--- config.mk ---
export PLATFORM = sky130hd
export DESIGN_NAME = bus_mcyc_ctrl
export DESIGN_NICKNAME = d
export VERILOG_FILES = /design/src/rtl/bus_mcyc_ctrl.sv
export SDC_FILE = /design/constraint.sdc
export NUM_CORES = 1
export LEC_CHECK = 0
export CAP_MARGIN = 0
export CORE_ASPECT_RATIO = 2
export CORE_MARGIN = 2
export CORE_UTILIZATION = 44
export DETAILED_ROUTE_END_ITERATION = 8
export GPL_TIMING_DRIVEN = 1
export PLACE_DENSITY_LB_ADDON = 0.05
export SETUP_SLACK_MARGIN = 0.5
export SYNTH_ARGS = -nofsm -noshare
export SYNTH_HDL_FRONTEND = slang
export SYNTH_SLANG_ARGS = --single-unit
--- constraint.sdc ---
create_clock -name clk -period 3.1 [get_ports clk]
set_clock_uncertainty 0.05 [all_clocks]
set_input_delay 0.62 -clock clk [delete_from_list [all_inputs] [get_ports clk]]
set_output_delay 0.62 -clock clk [all_outputs]
set_load 0.02 [all_outputs]
--- src/rtl/bus_mcyc_ctrl.sv ---
// -----------------------------------------------------------------------------
// bus_mcyc_ctrl -- SM83 (Game Boy CPU) memory-bus M-cycle sequencer.
//
// Each M-cycle is four T-states (T1..T4, one per rising clk). The core places
// its request on req_* and it is latched on the edge leaving T4. That request
// then shapes the following M-cycle:
//   IDLE  : no strobes, address bus keeps its previous value
//   READ  : rd_n low T1..T3, din captured on the edge leaving T3
//   FETCH : READ plus m1 high for the whole cycle
//   WRITE : wr_n low T2..T3, dout driven (dout_en) T2..T4
// hold freezes every register, so sequencing resumes exactly where it stopped.
//
// Ports
//   clk        in   CPU clock, one T-state per rising edge
//   nreset     in   asynchronous active-low reset
//   hold       in   freeze T-state sequencing (HALT/STOP)
//   req_rd     in   read request for the next M-cycle
//   req_wr     in   write request for the next M-cycle (wins over req_rd)
//   req_fetch  in   read is an opcode fetch (only meaningful with req_rd)
//   req_adr    in   [15:0] address for the next M-cycle
//   req_dout   in   [7:0]  write data for the next M-cycle
//   din        in   [7:0]  data bus from memory
//   adr        out  [15:0] address bus
//   dout       out  [7:0]  write data bus
//   dout_en    out  data bus drive enable
//   rd_n/wr_n  out  active-low read/write strobes
//   tstate     out  [1:0]  current T-state, 0=T1 .. 3=T4
//   mcyc_start out  high during T1
//   m1         out  current M-cycle is an opcode fetch
//   rdata      out  [7:0]  last byte read
//   rdata_vld  out  one-clock pulse (T4) when rdata was just updated
// -----------------------------------------------------------------------------
module bus_mcyc_ctrl (
  input  logic        clk,
  input  logic        nreset,
  input  logic        hold,
  input  logic        req_rd,
  input  logic        req_wr,
  input  logic        req_fetch,
  input  logic [15:0] req_adr,
  input  logic [7:0]  req_dout,
  input  logic [7:0]  din,
  output logic [15:0] adr,
  output logic [7:0]  dout,
  output logic        dout_en,
  output logic        rd_n,
  output logic        wr_n,
  output logic [1:0]  tstate,
  output logic        mcyc_start,
  output logic        m1,
  output logic [7:0]  rdata,
  output logic        rdata_vld
);

  typedef enum logic [1:0] {
    KIND_IDLE  = 2'd0,
    KIND_READ  = 2'd1,
    KIND_FETCH = 2'd2,
    KIND_WRITE = 2'd3
  } kind_e;

  localparam logic [1:0] T1 = 2'd0;
  localparam logic [1:0] T2 = 2'd1;
  localparam logic [1:0] T3 = 2'd2;
  localparam logic [1:0] T4 = 2'd3;

  kind_e       kind_q, kind_d;
  logic [1:0]  tstate_d;
  logic [15:0] adr_d;
  logic [7:0]  dout_d;
  logic [7:0]  rdata_d;
  logic        rdata_vld_d;
  logic        rd_n_d, wr_n_d, dout_en_d, m1_d, mcyc_start_d;
  logic        read_like_d;

  // Next-state and next-output logic. Strobes are decoded from the *next*
  // T-state and kind so every output comes straight from a flop.
  always_comb begin
    // NOTE: every signal gets a default first so no path leaves it unassigned;
    // otherwise synthesis infers a latch to hold the old value.
    tstate_d    = tstate + 2'd1;
    kind_d      = kind_q;
    adr_d       = adr;
    dout_d      = dout;
    rdata_d     = rdata;
    rdata_vld_d = 1'b0;

    // Request latch point: the edge leaving T4 starts the next M-cycle.
    if (tstate == T4) begin
      if (req_wr) begin
        kind_d = KIND_WRITE;
      end else if (req_rd) begin
        kind_d = req_fetch ? KIND_FETCH : KIND_READ;
      end else begin
        kind_d = KIND_IDLE;
      end
      // IDLE cycles leave the address bus where it was.
      if (req_wr || req_rd) adr_d = req_adr;
      if (req_wr)           dout_d = req_dout;
    end

    // Memory data is taken on the edge leaving T3 of a read-type cycle.
    if (tstate == T3 && (kind_q == KIND_READ || kind_q == KIND_FETCH)) begin
      rdata_d     = din;
      rdata_vld_d = 1'b1;
    end

    read_like_d  = (kind_d == KIND_READ) || (kind_d == KIND_FETCH);
    rd_n_d       = !(read_like_d && (tstate_d != T4));
    wr_n_d       = !((kind_d == KIND_WRITE) && (tstate_d == T2 || tstate_d == T3));
    dout_en_d    = (kind_d == KIND_WRITE) && (tstate_d != T1);
    m1_d         = (kind_d == KIND_FETCH);
    mcyc_start_d = (tstate_d == T1);
  end

  // State register. hold simply withholds the update, freezing everything.
  always_ff @(posedge clk or negedge nreset) begin
    if (!nreset) begin
      tstate     <= T1;
      kind_q     <= KIND_IDLE;
      adr        <= 16'h0000;
      dout       <= 8'h00;
      dout_en    <= 1'b0;
      rd_n       <= 1'b1;
      wr_n       <= 1'b1;
      m1         <= 1'b0;
      mcyc_start <= 1'b1;
      rdata      <= 8'h00;
      rdata_vld  <= 1'b0;
    end else if (!hold) begin
      // NOTE: non-blocking assignments so all flops update from the same
      // pre-edge values regardless of statement order.
      tstate     <= tstate_d;
      kind_q     <= kind_d;
      adr        <= adr_d;
      dout       <= dout_d;
      dout_en    <= dout_en_d;
      rd_n       <= rd_n_d;
      wr_n       <= wr_n_d;
      m1         <= m1_d;
      mcyc_start <= mcyc_start_d;
      rdata      <= rdata_d;
      rdata_vld  <= rdata_vld_d;
    end
  end

endmodule

# After elaboration in Yosys (flattened, before gate mapping)
# Cells that the tools add are included.
[totals]
regBits = 42
latch_bits = 0
ram_bits = 0
romBits = 0
wordCells = 43
n_memories = 0
[classes]
add_sub_neg = 1
n_mul = 0
n_div = 0
magnitude_cmp = 0
eq_ne = 10
n_shift = 0
muxes = 5
n_bitwise = 1
reduce_logical = 15
[ops]
columns = ["operator", "n"]
rows = [
  ["$eq A2 B2 Y1 const B", 6],
  ["$mux W2", 4],
  ["$eq A2 B1 Y1 const B", 3],
  ["$reduce_and A3 Y1", 2],
  ["$logic_and A1 B1 Y1", 4],
  ["$logic_or A1 B1 Y1", 4],
  ["$add A2 B1 Y2 const B", 1],
  ["$logic_not A1 Y1", 2],
  ["$logic_not A2 Y1", 1],
  ["$ne A2 B2 Y1 const B", 1],
  ["$reduce_and A2 Y1", 1],
  ["$reduce_bool A2 Y1", 1],
  ["$mux W1", 1],
  ["$not A1 Y1", 1],
]

# Longest topological paths before layout
# Gate-level depths: netlist of run 1.
[depth]
word_depth = 8
mapped_depth = 7
ltp_nobuf = 6

# Worst setup path before layout of run 1
# Ideal clock, no wire load.
[synth_timing]
kind = "register to register"
startpoint = "reg tstate[0]"
endpoint = "reg adr[0]"
arrival_ns = 1.670
t_required_ns = 2.925
slack_ns = 1.255
path_stages_with_launch = 7
cell_sequence = "dfrtp_1 -> ha_1 -> clkbuf_2 -> nand2b_4 -> nor2_4 -> buf_4 -> mux2_2"
[synth_via]
elab_chain_cells = 2
[synth_lines]
columns = ["element", "line_no", "text"]
rows = [
  ["start, declared", "48", "output logic [1:0] tstate,"],
  ["start signal, assigned", "133", "tstate <= tstate_d;"],
  ["$eq A2 B2 Y1", "89", "if (tstate == T4) begin"],
  ["$reduce_and A3 Y1 (no source line)", "-", ""],
  ["end signal, assigned", "135", "adr <= adr_d;"],
  ["end, declared", "43", "output logic [15:0] adr,"],
]
# No other way between the ends.
# A chain may end at the register's enable or synchronous reset.

# Final worst setup path of run 1
[layout_timing]
startpoint = "in hold"
endpoint = "reg adr[14]"
[layout_via]
elab_chain_cells = 2
[layout_lines]
columns = ["element", "line_no", "text"]
rows = [
  ["start, declared", "36", "input logic hold,"],
  ["$not A1 Y1 (no source line)", "-", ""],
  ["$reduce_and A3 Y1 (no source line)", "-", ""],
]
# No other way between the ends.

==> results of run 1 <==
-- sequential cells by signal (all words and copies together), names as in the netlist, 2 cells and up --
name,count
rdata,8
dout,8
tstate,2
kind_q,2
adr,16
-- power by group through the flow --
stage	clock (mW)	sequential (mW)	combinational, mW
after floorplan	0	1.29	0.433
after global placement	0	0.976	1.36
after detailed placement	0	0.988	1.40
after CTS	0.336	0.978	1.40
after global routing	0.356	1.01	1.49
final	0.319	0.973	1.38
-- layer usage --
layer  vias to the layer above  track usage  wire (um)
met5                         -            0          0
met4                         0      0.08333        102
met3                         9      0.04678        234
met2                        48       0.2774       1835
met1                       568       0.1956       1224
li1                        560            -          -
-- critical path, cell delays in order --
cell,delay [ps]
clkdlybuf4s50_1,680
nand2b_4,300
nor2_4,390
mux2_2,390
-- cells in the mapped netlist (all sizes together) --
cell type / instances / area (sq um)
nand3b: 1 / 7.510
ha: 5 / 62.56
nand2b: 2 / 20.02
clkbuf: 2 / 8.750
mux2: 35 / 394.1
dfstp: 3 / 78.83
nand2: 6 / 22.52
inv: 2 / 7.510
nor3b: 1 / 18.77
xor2: 1 / 8.760
xnor2: 2 / 17.52
o21ai: 5 / 25.02
a21oi: 4 / 20.02
buf: 1 / 7.510
a21o: 2 / 16.27
dfrtp: 39 / 975.9
nor2: 5 / 26.27
-- layout make-up --
class | count | area (sq um)
Timing Repair Buffer | 77 | 765.7
Clock inverter | 2 | 10.01
Clock buffer | 5 | 68.82
Multi-Input combinational cell | 69 | 639.4
Fill cell | 291 | 1194
Inverter | 2 | 7.507
Sequential cell | 42 | 1055
Tap cell | 51 | 63.81
-- logic make-up after synthesis --
family | share of synthesized area
buffers and inverters | 0.01384
muxes | 0.2294
DFF | 0.6140
adders and majority gates | 0.03642
AOI/OAI and AO/OA | 0.03569
xor gates and xnor gates | 0.01530
and+or+nand+nor | 0.05535
-- path summary, 6_finish.rpt --
check | end | slack, ps | cells past startpoint
worst min-delay path | adr[9]$_DFFE_PN0P_ | 410 | 1
min in group clk | adr[5]$_DFFE_PN0P_ | 460 | 1
max in group asynchronous | rdata[1]$_DFFE_PN0P_ | 2040 | 1
worst min register to register | adr[5]$_DFFE_PN0P_ | 460 | 1
worst max register to register | adr[14]$_DFFE_PN0P_ | 1230 | 4
worst max-delay path | adr[14]$_DFFE_PN0P_ | 840 | 4
==> results.toml, run 1 <==
[status]
status = "completed"

[floorplanning]
ios = 78
core.rowCount = 32
die_y_um = 92.37
floorplan.initialDensity = 0.4516
die-area_sq_mm = 0.004451
core_area_sq_mm = 0.003804
die-width_um = 48.19

[place]
hpwl_um = 2632
place_ws_ps = 503.6
dp_cells = 241
io_buffers = 77
dpl_cell_area_sq_mm = 0.002531
gp_congestion = 0.7046

[finish]
mostFrequentLayoutCells = "76 x clkdlybuf4s50_1, 39 x dfrtp_1, 35 x mux2_2"
fin_util = 0.6862
nets = 240
layout_commonest_cell = "clkdlybuf4s50_1"
final_cell_area_sq_mm = 0.002610
syn2layout_area_growth_pct = 51.93
instances_no_fill = 248
drive_above_1_share = 0.2538
n_antenna_cell = 0

[detailed_routing]
routed_wl_um = 3397
dr.pass1.iters = 3
vias = 1185
viasPerCell = 4.778
post-route-drc-count = 0
drt_iter0_markers = 4
detail-route-antenna-nets = 0
routedWlPerCell_um = 13.70

[global_routing]
track_usage = 0.1718
grt_pass1_vias = 1233
grt_max_degree = 43
overflow = 0
grt_antenna_before_repair = 0
grt_pass1_wl_um = 5485

[pwr]
peakVddDrop_v = 0.0005946
switchingPower_uw = 944.7
p_sw_frac = 0.3535
power_frac_seq = 0.364
leakage_nw = 1.111
clock_power_share = 0.119
power_mw = 2.672
power_frac_comb = 0.516
powerDensity_mw_per_mm2 = 1024
p_int_mw = 1.727

[timing]
fmax_mhz = 442.0
holdWs_ps = 406.9
period_minus_slack_ps = 2262
tightest_slew_ps = 893.7
slew_viol_final = 0
slew_headroom = 0.4042
setup_tns_ps = 0
setup_viol_count_final = 0
finalWorstSetupSlack_ps = 837.6
timing.final.crit_share = 0.7298
rsz0062_at_grt = "false"
hold_viol = 0

[setup_path]
endpoint_kind = "register"
crit_arrival_ps = 2390
start_kind = "primary input"
path_max_fanout = 16
crit_type = "in2reg"
cp-startpoint = "hold"
required_ps = 3220
r2r-start = "tstate[0]$_DFFE_PN0N_"

[cts]
cts_buffer_depth = 2
postCtsSetupBuffers = 0
cts_tree = "built"
holdBufCountCts = 0
clock-sinks = 42
cts_resized = 0
cts_root_buffer = "clkbuf_8"
h-tree-depth = 2
clk_pin_slew_ps = 70
cts_buffers = 5
clk_latency_ps = 280

[logic_synthesis]
syn_area_sq_mm = 0.001718
syn_nets = 159
ys_seq_elements = 42
ys_seq_area_frac = 0.6140
yosysUniqueCellTypes = 21
yosys_warnings = 0
syn_inst = 116
avgSynthCellArea_sq_um = 14.81

[run]
cap_violations = 0

[hold_path]
hold_class = "in2async"
(Power assumes the default switching activity.)
==> run 2, diff against run 1 <==
CORE_UTILIZATION = 41   (was 44)
clock period = 2.1 ns   (was 3.1 ns; I/O delays follow)
==> results.toml, run 2 (synthesis results as in run 1) <==
[status]
status = "completed"

[timing]
slew_headroom = 0.7339
rsz0062_at_grt = "true"
hold_viol = 0
timing.final.crit_share = 0.7406
tightest_slew_ps = 397.9
period_minus_slack_ps = 1555
holdWs_ps = 432.4
setup_tns_ps = 0
slew_viol_final = 0
fmax_mhz = 642.9
setup_viol_count_final = 0

[global_routing]
grt_pass1_wl_um = 6479
grt_antenna_before_repair = 0
grt_most_used_layer = "met2"
use_met3 = 0.04389
overflow = 0
track_usage = 0.1832
met2_usage = 0.3289
grt_pass1_vias = 1298
grt_max_degree = 21
met1_usage = 0.2031

[hold_path]
hold_class = "in2async"

[cts]
cts_buffers = 5
clk_pin_slew_ps = 80
cts_tree = "built"
h-tree-depth = 2
cts_buffer_depth = 2
cts_root_buffer = "clkbuf_8"
clk_latency_ps = 290
clock-sinks = 42

[floorplanning]
core.rowCount = 33
die-area_sq_mm = 0.004755
floorplan.initialDensity = 0.4246
die-width_um = 49.77
die_y_um = 95.54
ios = 78
core_area_sq_mm = 0.004046

[place]
dpl_cell_area_sq_mm = 0.002643
io_buffers = 77
hpwl_um = 2983
gp_congestion = 0.7397
dp_cells = 247

[pwr]
power_mw = 4.216
peakVddDrop_v = 0.0008330
powerDensity_mw_per_mm2 = 1494
leakage_nw = 1.337

[detailed_routing]
viasPerCell = 4.718
drt_iter0_markers = 18
dr.pass1.iters = 4
routed_wl_um = 3997
routedWlPerCell_um = 15.26
detail-route-antenna-nets = 0
post-route-drc-count = 0
vias = 1236

[setup_path]
endpoint_kind = "register"
crit_arrival_ps = 1680
start_kind = "register"
crit_type = "reg2reg"
required_ps = 2220
path_max_fanout = 8

[finish]
syn2layout_area_growth_pct = 64.24
n_antenna_cell = 0
final_cell_area_sq_mm = 0.002821
instances_no_fill = 262
mostFrequentLayoutCells = "38 x dlygate4sd2_1, 37 x dfrtp_1, 33 x clkdlybuf4s50_1"
drive_above_1_share = 0.3381
largest-register = "adr"
largest_reg_flops = 16
layout_commonest_cell = "dlygate4sd2_1"
reg_top3 = "adr x16, dout x8, rdata x8"
nets = 252

[run]
cap_violations = 0
[run 2: area by class of cell]
cell class | instances | area [sq um]
tap | 52 | 65.06
fill | 328 | 1225
inverter | 2 | 7.507
clock inverter | 2 | 60.06
timing repair buffer | 89 | 840.8
multi-input combinational | 69 | 708.2
clock buffer | 6 | 82.58
sequential | 42 | 1057
[run 2: critical path, stage by stage (launching register included)]
cell,delay [ps]
dfrtp_2,430
ha_4,200
nand2b_4,80
nor2_4,190
clkbuf_16,200
mux2_4,290
[run 2: through the flow]
step / worst slack, ps / utilization
after global placement: 200.3 / 0.6531
final: 544.7 / 0.6973
after detailed placement: 147.6 / 0.6531
after global routing: 459.5 / 0.6973
after CTS: 465.5 / 0.6790
after floorplan: 455.5 / -
[run 2: report_power, final]
part / leakage [nW] / switching, mW / internal, mW
Clock: 0.0714 / 0.270 / 0.507
Combinational: 0.763 / 0.992 / 1.00
Sequential: 0.502 / 0.221 / 1.22
Total: 1.34 / 1.48 / 2.73
[run 2: final timing paths]
kind | end | cells past startpoint | start | slack [ps]
min | adr[4]$_DFFE_PN0P_ | 2 | nreset | 430
max | adr[1]$_DFFE_PN0P_ | 5 | tstate[1]$_DFFE_PN0N_ | 540
min reg2reg | dout_en$_DFFE_PN0N_ | 2 | dout_en$_DFFE_PN0N_ | 440
min in group clk | dout_en$_DFFE_PN0N_ | 2 | dout_en$_DFFE_PN0N_ | 440
max reg2reg | adr[1]$_DFFE_PN0P_ | 5 | tstate[1]$_DFFE_PN0N_ | 540
max in group asynchronous | rd_n$_DFFE_PN1N_ | 3 | nreset | 1010
[run 2: routing by layer]
metal | wire length (um) | up-vias | share of wire
met1 | 1434 | 602 | 0.36
met3 | 190 | 6 | 0.048
li1 | - | 583 | -
met2 | 2310 | 45 | 0.58
met4 | 62 | 0 | 0.016
met5 | 0 | - | 0
[run 2: what timing repair did]
item | CTS | global route
setup buffers | 0 | 5
endpoints found under the hold margin | 6 | 0
setup endpoints to repair | 60 | 20
pin swaps | 0 | 2
hold buffers | 1 | 0
resized for setup | 44 | 9
cloned | 0 | 1
==> run 3, diff against run 2 <==
clock period = 1.54 ns   (was 2.1 ns; I/O delays follow)
==> results.toml, run 3 (synthesis results as in run 1) <==
[setup_path]
critPathSlowestCell = "dfrtp_2"
path_max_fanout = 4
start_kind = "register"
critPathBufInv = 4
crit_arrival_ps = 1210
endpoint_kind = "output pin"
cpLargestDelayFamily = "buffers and inverters"
crit_type = "reg2out"
crit_chain = "buf_4, buf_6, buf_6, buf_6"
worst_path_most_repeated_cell = "buf_6"
critPathMaxStageDelay_ps = 430
required_ps = 1180

[place]
hpwl_um = 3047
gp_congestion = 0.7600
io_buffers = 77
place_ws_ps = -320.6

[detailed_routing]
vias = 1409
routedWlPerCell_um = 16.72
drt_iter0_markers = 3
routed_wl_um = 4933
detail-route-antenna-nets = 0
post-route-drc-count = 0
viasPerCell = 4.776
dr.pass1.iters = 2

[finish]
layout_commonest_cell = "buf_6"
fin_util = 0.8191
syn2layout_area_growth_pct = 92.94
n_antenna_cell = 0
mostFrequentLayoutCells = "45 x buf_6, 36 x dfrtp_1, 35 x clkdlybuf4s50_1, 35 x buf_4, 33 x mux2_4"
nets = 285
largest-register = "adr"
drive_above_1_share = 0.6049
nFillCells = 253
largest_reg_flops = 16
reg_top3 = "adr x16, dout x8, rdata x8"

[pwr]
powerDensity_mw_per_mm2 = 2187
power_frac_seq = 0.293
power_mw = 7.248
switchingPower_mw = 2.462
p_int_mw = 4.786
clock_power_share = 0.117
leakage_nw = 1.581
power_frac_comb = 0.590
peakVddDrop_v = 0.001551
p_sw_frac = 0.3397

[cts]
h-tree-depth = 2
cts_root_buffer = "clkbuf_8"
cts_buffers = 5
clock-sinks = 42
clk_pin_slew_ps = 70
cts_buffer_depth = 2
clk_latency_ps = 290
cts_tree = "built"

[global_routing]
grt_max_degree = 23
track_usage = 0.2060
grt_pass1_wl_um = 7341
grt_antenna_before_repair = 0
overflow = 0
grt_pass1_vias = 1509

[timing]
fmax_mhz = 638.6
slew_viol_final = 0
period_minus_slack_ps = 1566
tightest_slew_ps = 513.9
hold_viol = 18
rsz0062_at_grt = "true"
holdWs_ps = -67.07
finalWorstSetupSlack_ps = -25.97
timing.final.crit_share = 1.017
setup_viol_count_final = 26
slew_headroom = 0.6574

[floorplanning]
die-area_sq_mm = 0.004755
die_y_um = 95.54
floorplan.initialDensity = 0.4246
die-width_um = 49.77
core_area_sq_mm = 0.004046
core.rowCount = 33
ios = 78

[status]
failed_checks = "negative hold slack, negative setup slack"
status = "finished, violations left"

[run]
cap_violations = 0

[hold_path]
hold_class = "in2async"
run 3: worst paths after layout:
path	startpoint	to	slack, ps	cells after the start
max reg2reg	tstate[0]$_DFFE_PN0N_	rdata[4]$_DFFE_PN0P_	-20	6
max	tstate[0]$_DFFE_PN0N_	tstate[0]	-30	4
max in group asynchronous	nreset	adr[5]$_DFFE_PN0P_	1010	2
min in group clk	rd_n$_DFFE_PN1N_	rd_n$_DFFE_PN1N_	430	2
min	nreset	adr[12]$_DFFE_PN0P_	-70	1
min reg2reg	rd_n$_DFFE_PN1N_	rd_n$_DFFE_PN1N_	430	2
run 3: final cells by class:
| cell class | instances | area (sq um) | share of cell area |
|---|---|---|---|
| Timing Repair Buffer | 122 | 1241 | 0.3745 |
| Inverter | 2 | 7.507 | 0.002265 |
| Tap cell | 52 | 65.06 | 0.01963 |
| Sequential cell | 42 | 1059 | 0.3194 |
| Clock inverter | 1 | 30.03 | 0.009060 |
| Multi-Input combinational cell | 69 | 835.8 | 0.2522 |
| Clock buffer | 7 | 76.32 | 0.02303 |
run 3: worst reg2reg max path, cell delays in order (launching register included):
cell and delay [ps]:
dfrtp_2 430, inv_2 70, ha_4 130, nor3b_4 210
buf_4 160, buf_12 110, mux2_4 290
run 3: through the flow:
step	std cells	setup TNS (ps)	instance area (sq um)	hold WS, ps
2_1_floorplan	116	-2273	1805	-37.59
6_report	295	-242.8	3314	-67.07
4_1_cts	276	-0.6726	3109	-64.42
5_1_grt	295	-1903	3314	-37.45
3_3_place_gp	249	-8688	2706	248.7
3_5_place_dp	249	-9285	2706	253.5
run 3: per-layer routing:
layer | up-vias | global-route usage | part of all wire
met5 | - | 0 | 0
met4 | 0 | 0.08102 | 0.013
met3 | 6 | 0.04702 | 0.040
met2 | 43 | 0.3756 | 0.59
met1 | 707 | 0.2267 | 0.35
li1 | 653 | - | -
run 3: power groups by stage:
| stage | clock, mW | combinational (mW) | sequential (mW) |
|---|---|---|---|
| floorplan | 0 | 1.05 | 2.63 |
| global placement | 0 | 3.03 | 1.99 |
| detailed placement | 0 | 3.10 | 2.02 |
| CTS | 0.870 | 3.76 | 2.10 |
| global route | 0.921 | 4.53 | 2.18 |
| finish | 0.847 | 4.27 | 2.13 |
run 3: timing repair:
| item | in CTS | in global routing |
|---|---|---|
| hold endpoints to repair | 18 | 18 |
| pin swaps | 1 | 1 |
| buffers inserted | 18 | 19 |
| setup endpoints to repair | 82 | 80 |
| gates cloned | 1 | 0 |
| resized for setup | 267 | 15 |
